### config.mk
export PLATFORM = sky130hd
export DESIGN_NAME = router_rx_port
export DESIGN_NICKNAME = d
export VERILOG_FILES = /design/src/rtl/router_pkg.sv /design/src/rtl/router_rx_stats.sv /design/src/rtl/router_rx_port.sv
export SDC_FILE = /design/constraint.sdc
export NUM_CORES = 1
export LEC_CHECK = 0
export ABC_AREA = 1
export BUFFER_PORTS_ARGS = -buffer_cell sky130_fd_sc_hd__buf_2
export CAP_MARGIN = 20
export CORE_MARGIN = 4
export CORE_UTILIZATION = 50
export DETAILED_ROUTE_END_ITERATION = 10
export GPL_TIMING_DRIVEN = 0
export PLACE_DENSITY_LB_ADDON = 0.1
export SYNTH_ARGS = -nofsm -noshare
export SYNTH_HDL_FRONTEND = slang
export SYNTH_SLANG_ARGS = --single-unit
export TNS_END_PERCENT = 20
### constraint.sdc
create_clock -name clock -period 3.4 [get_ports clock]
set_input_delay 0.17 -clock clock [delete_from_list [all_inputs] [get_ports clock]]
set_output_delay 0.17 -clock clock [all_outputs]
set_load 0.005 [all_outputs]
### src/rtl/router_pkg.sv
// Shared definitions for the router port blocks: header field layout,
// default widths/limits and the receive FSM state encoding.
package router_pkg;

  localparam int DATA_W_DEF    = 8;
  localparam int STALL_MAX_DEF = 31;

  // Header layout at the default width: {len, addr}
  localparam int LEN_MSB  = DATA_W_DEF - 1;
  localparam int LEN_LSB  = 2;
  localparam int ADDR_MSB = 1;
  localparam int ADDR_LSB = 0;

  typedef enum logic [1:0] {
    IDLE,
    WAIT,
    READ,
    DONE
  } rx_state_e;

endpackage

### src/rtl/router_rx_stats.sv
// Two saturating statistics counters: completed packets and errored packets.
module router_rx_stats #(
  parameter int CNT_W = 16
) (
  input  logic             clock,
  input  logic             resetn,
  input  logic             inc_pkt,
  input  logic             inc_err,
  output logic [CNT_W-1:0] pkt_count,
  output logic [CNT_W-1:0] err_count
);

  logic [CNT_W-1:0] pkt_cnt_q, pkt_cnt_d;
  logic [CNT_W-1:0] err_cnt_q, err_cnt_d;

  always_comb begin
    pkt_cnt_d = pkt_cnt_q;
    err_cnt_d = err_cnt_q;
    if (inc_pkt && (pkt_cnt_q != '1)) pkt_cnt_d = pkt_cnt_q + 1'b1;
    if (inc_err && (err_cnt_q != '1)) err_cnt_d = err_cnt_q + 1'b1;
  end

  always_ff @(posedge clock or negedge resetn) begin
    if (!resetn) begin
      pkt_cnt_q <= '0;
      err_cnt_q <= '0;
    end else begin
      pkt_cnt_q <= pkt_cnt_d;
      err_cnt_q <= err_cnt_d;
    end
  end

  assign pkt_count = pkt_cnt_q;
  assign err_count = err_cnt_q;

endmodule

### src/rtl/router_rx_port.sv
// Drains one router output port packet by packet and checks parity.
// Statistics counters are built only when RX_STATS_EN is defined.
module router_rx_port
  import router_pkg::*;
#(
  parameter int DATA_W    = DATA_W_DEF,
  parameter int START_DLY = 2,
  parameter int STALL_MAX = STALL_MAX_DEF,
  parameter int CNT_W     = 16
) (
  input  logic              clock,
  input  logic              resetn,
  input  logic              enable,
  input  logic              vld_out,
  input  logic [DATA_W-1:0] data_out,
  output logic              read_enb,
  output logic              byte_valid,
  output logic [DATA_W-1:0] byte_data,
  output logic              pkt_done,
  output logic [5:0]        pkt_len,
  output logic [1:0]        pkt_addr,
  output logic              parity_err,
  output logic              pkt_abort,
  output logic [CNT_W-1:0]  pkt_count,
  output logic [CNT_W-1:0]  err_count
);

  // Length field grows with DATA_W beyond the default layout.
  localparam int LEN_W   = LEN_MSB - LEN_LSB + 1 + (DATA_W - DATA_W_DEF);
  localparam int DLY_W   = (START_DLY > 0) ? $clog2(START_DLY + 1) : 1;
  localparam int STALL_W = (STALL_MAX > 1) ? $clog2(STALL_MAX) : 1;

  rx_state_e          state_q, state_d;
  logic [DLY_W-1:0]   dly_q, dly_d;
  logic [STALL_W-1:0] stall_q, stall_d;
  logic [6:0]         issued_q, issued_d;
  logic [6:0]         capd_q, capd_d;
  logic               hdr_seen_q, hdr_seen_d;
  logic               rd_pend_q, rd_pend_d;
  logic [LEN_W-1:0]   len_q, len_d;
  logic [1:0]         addr_q, addr_d;
  logic [DATA_W-1:0]  acc_q, acc_d;
  logic               byte_valid_q, byte_valid_d;
  logic [DATA_W-1:0]  byte_data_q, byte_data_d;
  logic               pkt_done_q, pkt_done_d;
  logic [5:0]         pkt_len_q, pkt_len_d;
  logic [1:0]         pkt_addr_q, pkt_addr_d;
  logic               parity_err_q, parity_err_d;
  logic               pkt_abort_q, pkt_abort_d;

  logic [6:0] total;
  logic       stall_hit;
  logic       capture;
  logic       final_cap;

  // Read strobe is combinational from vld_out so it can never outlive the port's data.
  assign total     = hdr_seen_q ? (7'(len_q) + 7'd2) : 7'd2;
  assign read_enb  = (state_q == READ) && vld_out && (issued_q < total);
  assign stall_hit = (state_q == READ) && !vld_out && (stall_q == STALL_W'(STALL_MAX - 1));
  assign capture   = (state_q == READ) && rd_pend_q && !stall_hit;
  assign final_cap = capture && hdr_seen_q && (capd_q == total - 7'd1);

  always_comb begin
    // NOTE: every signal gets its default first so no path can infer a latch.
    state_d      = state_q;
    dly_d        = dly_q;
    stall_d      = stall_q;
    issued_d     = issued_q;
    capd_d       = capd_q;
    hdr_seen_d   = hdr_seen_q;
    rd_pend_d    = read_enb;
    len_d        = len_q;
    addr_d       = addr_q;
    acc_d        = acc_q;
    byte_valid_d = 1'b0;
    byte_data_d  = byte_data_q;
    pkt_done_d   = 1'b0;
    pkt_len_d    = pkt_len_q;
    pkt_addr_d   = pkt_addr_q;
    parity_err_d = parity_err_q;
    pkt_abort_d  = pkt_abort_q;

    case (state_q)
      IDLE: begin
        if (enable && vld_out) begin
          state_d    = WAIT;
          dly_d      = DLY_W'(START_DLY);
          stall_d    = '0;
          issued_d   = '0;
          capd_d     = '0;
          hdr_seen_d = 1'b0;
          len_d      = '0;
          addr_d     = '0;
          acc_d      = '0;
        end
      end
      WAIT: begin
        if (!vld_out)          state_d = IDLE;
        else if (dly_q == '0)  state_d = READ;
        else                   dly_d   = dly_q - 1'b1;
      end
      READ: begin
        if (read_enb) issued_d = issued_q + 7'd1;
        stall_d = vld_out ? '0 : stall_q + 1'b1;
        if (capture) begin
          byte_valid_d = 1'b1;
          byte_data_d  = data_out;
          capd_d       = capd_q + 7'd1;
          if (!hdr_seen_q) begin
            hdr_seen_d = 1'b1;
            len_d      = data_out[DATA_W-1:LEN_LSB];
            addr_d     = data_out[ADDR_MSB:ADDR_LSB];
            acc_d      = data_out;
          end else if (!final_cap) begin
            acc_d = acc_q ^ data_out;
          end
        end
        if (stall_hit || final_cap) begin
          state_d      = DONE;
          pkt_done_d   = 1'b1;
          pkt_abort_d  = stall_hit;
          parity_err_d = final_cap && (acc_q != data_out);
          pkt_len_d    = 6'(len_q);
          pkt_addr_d   = addr_q;
        end
      end
      DONE:    state_d = IDLE;
      default: state_d = IDLE;
    endcase
  end

  always_ff @(posedge clock or negedge resetn) begin
    if (!resetn) begin
      state_q      <= IDLE;
      dly_q        <= '0;
      stall_q      <= '0;
      issued_q     <= '0;
      capd_q       <= '0;
      hdr_seen_q   <= 1'b0;
      rd_pend_q    <= 1'b0;
      len_q        <= '0;
      addr_q       <= '0;
      acc_q        <= '0;
      byte_valid_q <= 1'b0;
      byte_data_q  <= '0;
      pkt_done_q   <= 1'b0;
      pkt_len_q    <= '0;
      pkt_addr_q   <= '0;
      parity_err_q <= 1'b0;
      pkt_abort_q  <= 1'b0;
    end else begin
      // NOTE: non-blocking so every flop samples the pre-edge value of its inputs.
      state_q      <= state_d;
      dly_q        <= dly_d;
      stall_q      <= stall_d;
      issued_q     <= issued_d;
      capd_q       <= capd_d;
      hdr_seen_q   <= hdr_seen_d;
      rd_pend_q    <= rd_pend_d;
      len_q        <= len_d;
      addr_q       <= addr_d;
      acc_q        <= acc_d;
      byte_valid_q <= byte_valid_d;
      byte_data_q  <= byte_data_d;
      pkt_done_q   <= pkt_done_d;
      pkt_len_q    <= pkt_len_d;
      pkt_addr_q   <= pkt_addr_d;
      parity_err_q <= parity_err_d;
      pkt_abort_q  <= pkt_abort_d;
    end
  end

  assign byte_valid = byte_valid_q;
  assign byte_data  = byte_data_q;
  assign pkt_done   = pkt_done_q;
  assign pkt_len    = pkt_len_q;
  assign pkt_addr   = pkt_addr_q;
  assign parity_err = parity_err_q;
  assign pkt_abort  = pkt_abort_q;

`ifdef RX_STATS_EN
  router_rx_stats #(.CNT_W(CNT_W)) u_stats (
    .clock     (clock),
    .resetn    (resetn),
    .inc_pkt   (pkt_done_q),
    .inc_err   (pkt_done_q && (parity_err_q || pkt_abort_q)),
    .pkt_count (pkt_count),
    .err_count (err_count)
  );
`else
  assign pkt_count = '0;
  assign err_count = '0;
`endif

endmodule

==> metrics.md <==
| Metric | Value |
|---|---|
| Outcome | `complete, no violations` |
| # DRC | `0` |
| Seq pwr share | `43.2%` |
| Top post-synthesis cells by area | `dfrtp_1, nand2_1, buf_4` |
| Via count | `~3,100` |
| Hold Path Class | `in2reg` |
| Final wirelength | `between 8000 and 9000 µm` |
| Worst Setup End Kind | `register` |
| Crit-path max FO | `8` |
| Pint | `approximately 1.5 mW` |
| Routed wire per std cell | `~13 µm` |
| Vias per std cell | `4.78` |
| VDD IR max | `about 0.33 mV` |
| First-pass GRT wire length | `roughly 14,000 µm` |
| Leading area contributor after synthesis | `dfrtp_1` |
| Htree depth | `3` |
| Worst Path Arrival | `around 2.9 ns` |
| Nets | `between 500 and 600` |
| Worst Path Required | `approximately 3.6 ns` |
| Cell variety after synth | `34` |
| Final worst slack | `0.726 ns` |
| GP Congestion | `roughly 0.87` |
| CTS resizes | `0` |
| CP startpoint kind | `register` |
| Area occupied by multi-input gates | `about 1700 µm²` |
| TNS Setup | `0 ns` |
| I/O pin cnt | `65` |
| Critical-path cell list | `ha_1 > nand3_1 > nand2_1 > nand3_1 > ha_1 > nand2_1 > o21a_1 > nand4_1 > o21ai_1 > nand2_1 > nand2_1 > nand2_1` |
| Switching pwr | `~0.95 mW` |
| Core area | `roughly 6900 µm²` |
| Synth Area per Inst | `around 7.9 µm²` |
| Clk pwr share | `between 20% and 30%` |
| Number of detailed-route iterations in the first pass | `6` |
| Post-route ant nets | `0` |
| Final Hold Fails | `0` |
| Slew Limit Fails | `0` |
| Hpwl dp | `between 6000 and 7000 µm` |
| RSZ-0062 raised after global routing | `false` |
| Pwr Density | `575 nW/µm²` |
| Leakage power | `roughly 2.2 nW` |
| Critical path buffers and inverters | `0` |
| Final instance area | `around 4200 µm²` |
| Crit path largest cell delay | `approximately 0.46 ns` |
| Vias in the first global route | `approximately 3,000` |
| Utilization after layout | `between 60% and 70%` |
| Clock latency on the worst-skew pair | `~0.33 ns` |
| Power Total | `2.42 mW` |
| Placed Instances | `between 600 and 700` |
| Commonest cells after routing, fill and taps aside | `nand2_1, dfrtp_1, inv_1` |
| Width of the chip | `~93 µm` |
| Largest delay share family, worst path | `simple AND/OR/NAND/NOR gates` |
| CTS buffer count | `9` |
| CTS root buf | `clkbuf_8` |
| Combinational power share | `between 30% and 40%` |
| Worst Setup Path Type | `reg2reg` |
| Switching share of power | `between 30 and 40%` |
| Initial Util | `between 50% and 60%` |
| Most used cell, CP | `nand2_1` |
| Synth warn | `0` |
| CTS tree | `done` |
| Row count | `30` |
| Fillcell total | `about 670` |
| Actual slew at the worst max-slew pin | `approximately 0.77 ns` |
| Initial DRC count | `164` |
| Die area | `around 8700 µm²` |
| Sequential fraction of the synthesis area | `between 40% and 50%` |
| Initial antenna violation count | `0` |
| Setup bufs post-CTS | `0` |
| Yosys reg bits | `61` |
| Setup Skew | `0.00575 ns` |
| Min cycle time layout | `between 2 and 3 ns` |
| Max-cap violations | `0` |
| CTS Buffer Depth | `2` |
| Placed Area | `around 4000 µm²` |
| Register Area | `1530 µm²` |
| Total GRT Usage | `between 10% and 20%` |
| GRT overflow | `0` |
| Pin count of the biggest net entering global routing | `a little over 60` |
| Layout area overhead | `15.6%` |
| Fin cells | `roughly 640` |
| Most common cell after layout, fill and taps aside | `nand2_1` |
| Max Freq | `approximately 0.37 GHz` |
| Clock transition at the registers of the reported paths | `about 0.070 ns` |
| Die Ht | `93.3 µm` |
| Normalized max-slew margin | `about half` |
| Antenna diodes | `0` |
| Post-route clock period utilization | `78.7%` |
| I/O Buffers | `32` |
| Post-placement setup slack | `0.726 ns` |
| Final setup vio count | `0` |
| Synth Cell Area | `about 3600 µm²` |
| Slowest CP cell | `dfrtp_1` |
| Clock Sinks | `61` |
| Share of cells above drive strength 1 | `between 10% and 20%` |
| Reg2reg setup slack | `between 0.7 and 0.8 ns` |
| Gate Count Post-Synth | `462` |
| WHS | `between 0.1 and 0.15 ns` |
| Synth top area share | `a little over two fifths` |
final cells by class:
type	instances	share of cell area [%]
Multi-Input combinational cell	341	41.5
Timing Repair Buffer	33	4.10
Buffer	44	7.23
Sequential cell	61	36.3
Clock buffer	11	3.12
Inverter	47	4.31
Tap cell	96	2.85
Clock inverter	5	0.654
registers in the layout, indices dropped and copies added, names as in the netlist, named ones only:
name and count:
state_q 1, parity_err 1, byte_data 8, capd_q 7
rd_pend_q 1, pkt_addr 2, pkt_done 1, issued_q 7
len_q 6, hdr_seen_q 1, addr_q 2, dly_q 2
byte_valid 1, pkt_len 6, acc_q 8, pkt_abort 1
stall_q 5
Yosys cell counts (all sizes together):
cell type    n
nand3       38
nand2      130
conb         1
nand3b       1
clkinv       1
xnor2       11
nor2        36
o22ai        6
o21a         1
dfrtp       61
nor3         4
o211ai       5
nor3b        1
clkbuf       6
a21oi       13
inv         46
o31ai        3
ha          13
a41oi        1
buf         38
o21ai       31
xor2         6
a21o         1
nand4        8
path summary, 6_finish.rpt:
check                            start      endpoint  cells past startpoint
setup reg to reg              len_q[1]   issued_q[2]                     12
min in group asynchronous       resetn   issued_q[4]                      2
setup / recovery              len_q[1]   issued_q[2]                     12
hold reg to reg              pkt_abort     pkt_abort                      2
hold / removal             data_out[1]  byte_data[1]                      3
max in group asynchronous       resetn  byte_data[1]                      2
what timing repair did:
item                                    in CTS  in global routing
endpoints found under the setup margin       0                  0
hold endpoints to repair                    61                  0
hold buffers                                 1                  0
metal layers:
metal,vias to the layer above,routed length [µm],track usage [%]
li1,1582,-,-
met1,1399,3800,27.4
met2,64,3890,32.3
met3,7,298,3.54
met4,0,57,5.86
met5,-,0,0
logic make-up after synthesis:
logic type                 count (synthesis)  synth area share, %
other                                      1                0.103
and+or+nand+nor                          218                 26.1
AOI/OAI and AO/OA                         61                 10.0
xor gates and xnor gates                  17                 4.09
DFF                                       61                 41.9
buffers and inverters                     91                 13.3
adders and majority gates                 13                 4.47
tightest hold or removal path, delay by kind of cell:
| family | cells | cell delay (ns) |
|---|---|---|
| buf+inv | 1 | 0.14 |
| simple gates | 2 | 0.12 |
power groups by stage:
| stage | Clock [mW] | Combinational (mW) | Sequential (mW) |
|---|---|---|---|
| 6_report | 0.547 | 0.827 | 1.05 |
| 5_1_grt | 0.604 | 0.961 | 1.07 |
| 4_1_cts | 0.561 | 0.832 | 1.05 |
| 3_5_place_dp | 0 | 0.828 | 1.06 |
| 3_3_place_gp | 0 | 0.806 | 1.05 |
| 2_1_floorplan | 0 | 0.599 | 1.03 |
No activity file was read; power rests on OpenSTA's default activity.
